File: config.mk
export PLATFORM = sky130hd
export DESIGN_NAME = ir_frame_decoder
export DESIGN_NICKNAME = d
export VERILOG_FILES = /design/src/rtl/genius_ir_pkg.sv /design/src/rtl/ir_rx_sync.sv /design/src/rtl/ir_frame_decoder.sv
export SDC_FILE = /design/constraint.sdc
export NUM_CORES = 1
export LEC_CHECK = 0
export CAP_MARGIN = 40
export CORE_MARGIN = 2
export CORE_UTILIZATION = 60
export CTS_CLUSTER_SIZE = 30
export DETAILED_ROUTE_END_ITERATION = 6
export PLACE_DENSITY = 0.84
export SETUP_SLACK_MARGIN = 0.5
export SLEW_MARGIN = 20
export SYNTH_ARGS = -nofsm -noshare
export SYNTH_HDL_FRONTEND = slang
export SYNTH_SLANG_ARGS = --single-unit
export TNS_END_PERCENT = 50
File: constraint.sdc
create_clock -name clk_pll -period 2.7 [get_ports clk_pll]
set_clock_uncertainty 0.15 [all_clocks]
set_input_delay 0.81 -clock clk_pll [delete_from_list [all_inputs] [get_ports clk_pll]]
set_output_delay 0.81 -clock clk_pll [all_outputs]
set_load 0.02 [all_outputs]
File: src/rtl/genius_ir_pkg.sv
// Shared types and constants for the IR remote frame decoder.
// Holds the decoder state encoding, default sample timing and the named
// button codes from which the default accept mask is built.
package genius_ir_pkg;

  typedef enum logic [1:0] {
    ST_IDLE  = 2'd0,
    ST_RUN   = 2'd1,
    ST_CHECK = 2'd2,
    ST_DONE  = 2'd3
  } ir_state_e;

  // Frame timing in clk_pll cycles counted from the first RUN cycle
  localparam int unsigned IR_SAMPLE_FIRST  = 193;
  localparam int unsigned IR_SAMPLE_PERIOD = 41;

  // Button codes the remote is allowed to send
  localparam logic [2:0] BTN_RED    = 3'b100;
  localparam logic [2:0] BTN_GREEN  = 3'b011;
  localparam logic [2:0] BTN_BLUE   = 3'b110;
  localparam logic [2:0] BTN_YELLOW = 3'b010;
  localparam logic [2:0] BTN_START  = 3'b001;

  // One bit per code; bit k set means code k is accepted (8'b0101_1110)
  localparam logic [7:0] IR_VALID_MASK = (8'd1 << BTN_RED)    |
                                         (8'd1 << BTN_GREEN)  |
                                         (8'd1 << BTN_BLUE)   |
                                         (8'd1 << BTN_YELLOW) |
                                         (8'd1 << BTN_START);

endpackage

File: src/rtl/ir_rx_sync.sv
// Purpose : two-flop synchronizer for the IR line plus falling-edge detect.
// Latency : line change visible on rxd_s_o 2 cycles later, fall_o same cycle as rxd_s_o falls.
// Backpressure: none; free-running.
// Ports   : clk_pll, reset (sync, active-high), rxd_i (async line),
//           rxd_s_o (synchronized line), fall_o (synchronized high-to-low).
module ir_rx_sync (
  input  logic clk_pll,
  input  logic reset,
  input  logic rxd_i,
  output logic rxd_s_o,
  output logic fall_o
);

  logic meta_q;
  logic sync_q;
  logic prev_q;

  // Line idles high, so reset everything to 1 to avoid a false start edge
  always_ff @(posedge clk_pll) begin
    if (reset) begin
      meta_q <= 1'b1;
      sync_q <= 1'b1;
      prev_q <= 1'b1;
    end else begin
      meta_q <= rxd_i;
      sync_q <= meta_q;
      prev_q <= sync_q;
    end
  end

  assign rxd_s_o = sync_q;
  assign fall_o  = prev_q & ~sync_q;

endmodule

File: src/rtl/ir_frame_decoder.sv
// Purpose : decodes a fixed-timing IR button frame into a code, with a random
//           colour latched at frame start.
// Latency : ready/err 2 cycles after the last sample point; ack to ready low 1 cycle.
// Backpressure: ready is held until ack; start edges are ignored while busy.
// Ports   : clk_pll, reset (sync, active-high), IRDA_RXD (async line), ack;
//           cor (colour), botao (last valid code), ready (level), err (1-cycle pulse).
// Option  : define IR_MAJORITY_VOTE_EN for 2-of-3 voting around each sample point.
module ir_frame_decoder
  import genius_ir_pkg::*;
#(
  parameter int unsigned             CODE_W        = 3,
  parameter int unsigned             COR_W         = 2,
  parameter int unsigned             CNT_W         = 9,
  parameter int unsigned             SAMPLE_FIRST  = IR_SAMPLE_FIRST,
  parameter int unsigned             SAMPLE_PERIOD = IR_SAMPLE_PERIOD,
  parameter logic [2**CODE_W-1:0]    VALID_MASK    = IR_VALID_MASK
) (
  input  logic              clk_pll,
  input  logic              reset,
  input  logic              IRDA_RXD,
  input  logic              ack,
  output logic [COR_W-1:0]  cor,
  output logic [CODE_W-1:0] botao,
  output logic              ready,
  output logic              err
);

  localparam logic [CNT_W-1:0] FIRST_PT = CNT_W'(SAMPLE_FIRST);
  localparam logic [CNT_W-1:0] PERIOD   = CNT_W'(SAMPLE_PERIOD);
  localparam logic [CNT_W-1:0] LAST_PT  = CNT_W'(SAMPLE_FIRST + (CODE_W - 1) * SAMPLE_PERIOD);

  logic rxd_s;
  logic fall;

  ir_rx_sync u_sync (
    .clk_pll (clk_pll),
    .reset   (reset),
    .rxd_i   (IRDA_RXD),
    .rxd_s_o (rxd_s),
    .fall_o  (fall)
  );

  ir_state_e         state_q;
  logic [CNT_W-1:0]  cnt_q;
  logic [CNT_W-1:0]  pt_q;     // next sample point on the frame counter
  logic [CODE_W-1:0] shreg_q;
  logic [COR_W-1:0]  col_q;
  logic [COR_W-1:0]  cor_q;
  logic [CODE_W-1:0] botao_q;
  logic              ready_q;
  logic              err_q;

  logic              bit_now;
  logic              hit;
  logic [CODE_W-1:0] code_w;

`ifdef IR_MAJORITY_VOTE_EN
  // Vote is taken one cycle after the point, once point+1 has arrived.
  // The last bit's point+1 falls in CHECK, so it is folded in there directly
  // and the RUN->CHECK timing matches the single-sample build.
  logic [1:0] hist_q;

  always_ff @(posedge clk_pll) begin
    if (reset) hist_q <= 2'b11;
    else       hist_q <= {hist_q[0], rxd_s};
  end

  assign bit_now = (hist_q[1] & hist_q[0]) | (hist_q[1] & rxd_s) | (hist_q[0] & rxd_s);
  assign hit     = (cnt_q == pt_q + CNT_W'(1));
  assign code_w  = {shreg_q[CODE_W-2:0], bit_now};
`else
  assign bit_now = rxd_s;
  assign hit     = (cnt_q == pt_q);
  assign code_w  = shreg_q;
`endif

  always_ff @(posedge clk_pll) begin
    if (reset) begin
      state_q <= ST_IDLE;
      cnt_q   <= '0;
      pt_q    <= '0;
      shreg_q <= '0;
      col_q   <= '0;
      cor_q   <= '0;
      botao_q <= '0;
      ready_q <= 1'b0;
      err_q   <= 1'b0;
    end else begin
      err_q <= 1'b0;
      unique case (state_q)
        ST_IDLE: begin
          col_q <= col_q + COR_W'(1);
          if (fall) begin
            cor_q   <= col_q;
            cnt_q   <= '0;
            pt_q    <= FIRST_PT;
            shreg_q <= '0;
            state_q <= ST_RUN;
          end
        end
        ST_RUN: begin
          cnt_q <= cnt_q + CNT_W'(1);
          if (hit) begin
            shreg_q <= {shreg_q[CODE_W-2:0], bit_now};
            pt_q    <= pt_q + PERIOD;
          end
          if (cnt_q == LAST_PT) state_q <= ST_CHECK;
        end
        ST_CHECK: begin
          if (VALID_MASK[code_w]) begin
            botao_q <= code_w;
            ready_q <= 1'b1;
            state_q <= ST_DONE;
          end else begin
            err_q   <= 1'b1;
            state_q <= ST_IDLE;
          end
        end
        ST_DONE: begin
          if (ack) begin
            ready_q <= 1'b0;
            state_q <= ST_IDLE;
          end
        end
        default: state_q <= ST_IDLE;
      endcase
    end
  end

  assign cor   = cor_q;
  assign botao = botao_q;
  assign ready = ready_q;
  assign err   = err_q;

endmodule

==> summary.md <==
| Metric | Value |
|---|---|
| Routed WL | `3.47 mm` |
| Via density | `6.26` |
| Register area share after synthesis | `42.6%` |
| Clk root buf | `clkbuf_4` |
| Tmin final | `2.23 ns` |
| Vias after detailed routing | `1,491` |
| Vias in the first global route | `1,442` |
| Number of setup buffers added after CTS | `0` |
| Worst rel slew slack | `77.0%` |
| CTS tree | `built` |
| Die area | `0.00326 mm^2` |
| CP Data Required Time | `1.74 ns` |
| Synthesis-to-layout area growth | `10.4%` |
| Layout Utilization | `69.0%` |
| Worst Hold Class | `reg2reg` |
| Starting DRT DRC Count | `81` |
| Initial Util | `62.5%` |
| Mapped Avg Cell Area | `8.59 um^2` |
| Initial antenna violation count | `0` |
| Synthesized instance count | `197` |
| First-pass GRT wire length | `6.24 mm` |
| Worst Setup Path Type | `reg2out` |
| Slowest CP cell | `clkdlybuf4s50_1` |
| Area of the multi-input gates | `918 um^2` |
| Max frequency | `447 MHz` |
| Ratio of cells with drive above 1 in the final layout | `9.66%` |
| Final net count | `212` |
| Status | `finished, final reports clean` |
| DIE WIDTH | `57.1 um` |
| Global Route Usage Sum | `24.5%` |
| WP buf/inv | `1` |
| Placer congestion estimate | `0.796` |
| Num rows | `19` |
| Crit path launch type | `flop` |
| Setup tns final | `0 ns` |
| Number of port buffers | `10` |
| Final slew viol count | `0` |
| CP Cell Sequence | `clkdlybuf4s50_1` |
| Drt drc | `0` |
| Min Hold Slack | `0.270 ns` |
| # diodes | `0` |
| Critical Path End Type | `primary output` |
| Syn nets | `203` |
| Hold Vio Cnt, Final | `0` |
| Number of synthesized flops with an enable pin | `0` |
| Fin worst setup slack | `0.465 ns` |
| Arrival @ worst endpoint | `1.27 ns` |
| Critical Path Fanout Max | `2` |
| PD cells | `539 mW/mm^2` |
| Clk slew on worst S/H paths | `0.10 ns` |
| Final setup vio count | `0` |
| Largest net degree at the start of global routing | `17` |
| Chip height | `57.1 um` |
| RSZ-0062 raised after global routing | `true` |
| H-tree Lvls | `2` |
| Clock Tree Buf Depth | `2` |
| WL/cell | `14.6 um` |
| Post-CTS Hold Buffers | `0` |
| Max Cap Viol | `0` |
| Ys Warns | `0` |
| Register area | `723 um^2` |
| Seq cells post-synth | `36` |
| Ys flop type | `dfxtp_1` |
| Critical Path Max Stage Delay | `0.60 ns` |
| Synth Cell Area | `0.00169 mm^2` |
| CP top delay family | `buffers and inverters` |
| Static Leak | `0.727 nW` |
| Core Footprint | `0.00271 mm^2` |
| Synth unique cells | `42` |
| Io pins | `11` |
| TritonRoute pass-1 iters | `4` |
| DRT antenna net count | `0` |
| Tcrit/Tclk final | `82.8%` |
| CTS Sinks | `36` |
| Least-Margin Pin Slew | `0.344 ns` |
| VDD IR max | `0.579 mV` |
| Filler instances | `228` |
| Dpl ws | `0.525 ns` |
| Total grt overflow | `0` |
| Total CTS buffers | `5` |
| Clk Latency, worst-skew pair | `0.34 ns` |
| Dpl hpwl | `2.48 mm` |
| Post-synthesis async set-or-reset flop share | `0%` |
[final timing paths]
check	cells after the start	startpoint	slack, ns	to
worst max-delay path	1	botao[1]$_SDFFE_PP0P_	0.47	botao[1]
worst min-delay path	1	u_sync.meta_q$_SDFF_PP1_	0.27	u_sync.rxd_s_o$_SDFF_PP1_
worst max register to register	5	state_q[1]$_SDFFE_PP0P_	0.66	pt_q[5]$_SDFFE_PP0N_
worst min register to register	1	u_sync.meta_q$_SDFF_PP1_	0.27	u_sync.rxd_s_o$_SDFF_PP1_
[what timing repair did]
item,in CTS,in global routing
resized for setup,4,5
endpoints found under the setup margin,8,8
hold endpoints to repair,0,0
[cell usage in the layout (no fill, tap or decap), drive strengths merged, types with 3 or more instances in the layout]
| cell | Yosys | routed |
|---|---|---|
| dfxtp | 36 | 36 |
| nor2 | 22 | 22 |
| a21oi | 19 | 19 |
| nand2 | 15 | 15 |
| nand3 | 10 | 10 |
| xor2 | 9 | 9 |
| o21ai | 7 | 7 |
| clkbuf | 7 | 7 |
| or3 | 6 | 6 |
| clkdlybuf4s50 | 0 | 5 |
| nor3 | 5 | 5 |
| or2 | 5 | 5 |
| nor2b | 4 | 4 |
| a211oi | 4 | 4 |
| dlygate4sd2 | 0 | 4 |
| buf | 5 | 4 |
| xnor2 | 3 | 3 |
| a311oi | 3 | 3 |
| nand3b | 3 | 3 |
| mux2i | 3 | 3 |
| nand4 | 3 | 3 |
[layout make-up]
| type | instances | area share (%) |
|---|---|---|
| timing repair buffer | 14 | 6.83 |
| multi-input combinational | 147 | 49.1 |
| clock inverter | 1 | 0.469 |
| sequential | 36 | 38.7 |
| inverter | 2 | 0.402 |
| tap | 31 | 2.07 |
| clock buffer | 7 | 2.41 |
[power breakdown]
part / switching, W / internal, W / leakage (nW)
Clock: 0.000176 / 0.000105 / 0.0295
Sequential: 0.0000304 / 0.000557 / 0.293
Combinational: 0.0000807 / 0.0000594 / 0.405
Total: 0.000287 / 0.000721 / 0.727
[synthesized netlist by cell type, types with 3 or more instances]
library cell | n | area (um^2)
buf_2 | 4 | 20.0
nand3_1 | 10 | 50.1
mux2i_1 | 3 | 30.0
or3_1 | 6 | 37.5
nor2b_1 | 4 | 25.0
nand2_1 | 15 | 56.3
xor2_1 | 9 | 78.8
dfxtp_1 | 36 | 721
o21ai_1 | 5 | 25.0
xnor2_1 | 3 | 26.3
or2_2 | 4 | 25.0
nor2_1 | 22 | 82.6
nor3_1 | 4 | 20.0
clkbuf_1 | 7 | 26.3
a21oi_1 | 19 | 95.1
nand3b_1 | 3 | 22.5
a311oi_1 | 3 | 26.3
a211oi_1 | 4 | 30.0
[layer usage]
layer	track usage (%)	vias up	part of all wire, %
met5	0	-	0
met4	10.3	0	1.8
met3	7.71	10	4.8
met2	38.8	50	48
met1	31.1	714	45
li1	-	717	-
[flip-flops by register name (all words and copies together) (netlist names), named ones only]
signal          count
err                 1
ready               1
pt_q                9
code_w              3
cnt_q               9
u_sync.rxd_s_o      1
botao               3
state_q             2
cor                 2
u_sync.meta_q       1
col_q               2
u_sync.prev_q       1
[cell families after synthesis]
logic type                 synth area share (%)
and+or+nand+nor                            27.9
AOI/OAI and AO/OA                          14.9
DFF                                        42.6
buffers and inverters                      3.84
xor gates and xnor gates                   6.21
muxes                                      3.10
adders and majority gates                  1.48
[through the flow]
stage               total power (W)  instances  area (um^2)
floorplan                  0.000697        197         1690
global route                0.00106        238         1870
global placement           0.000727        230         1800
CTS                         0.00101        238         1850
finish                      0.00101        238         1870
detailed placement         0.000735        230         1800
Power figures use the tool's default switching activity.
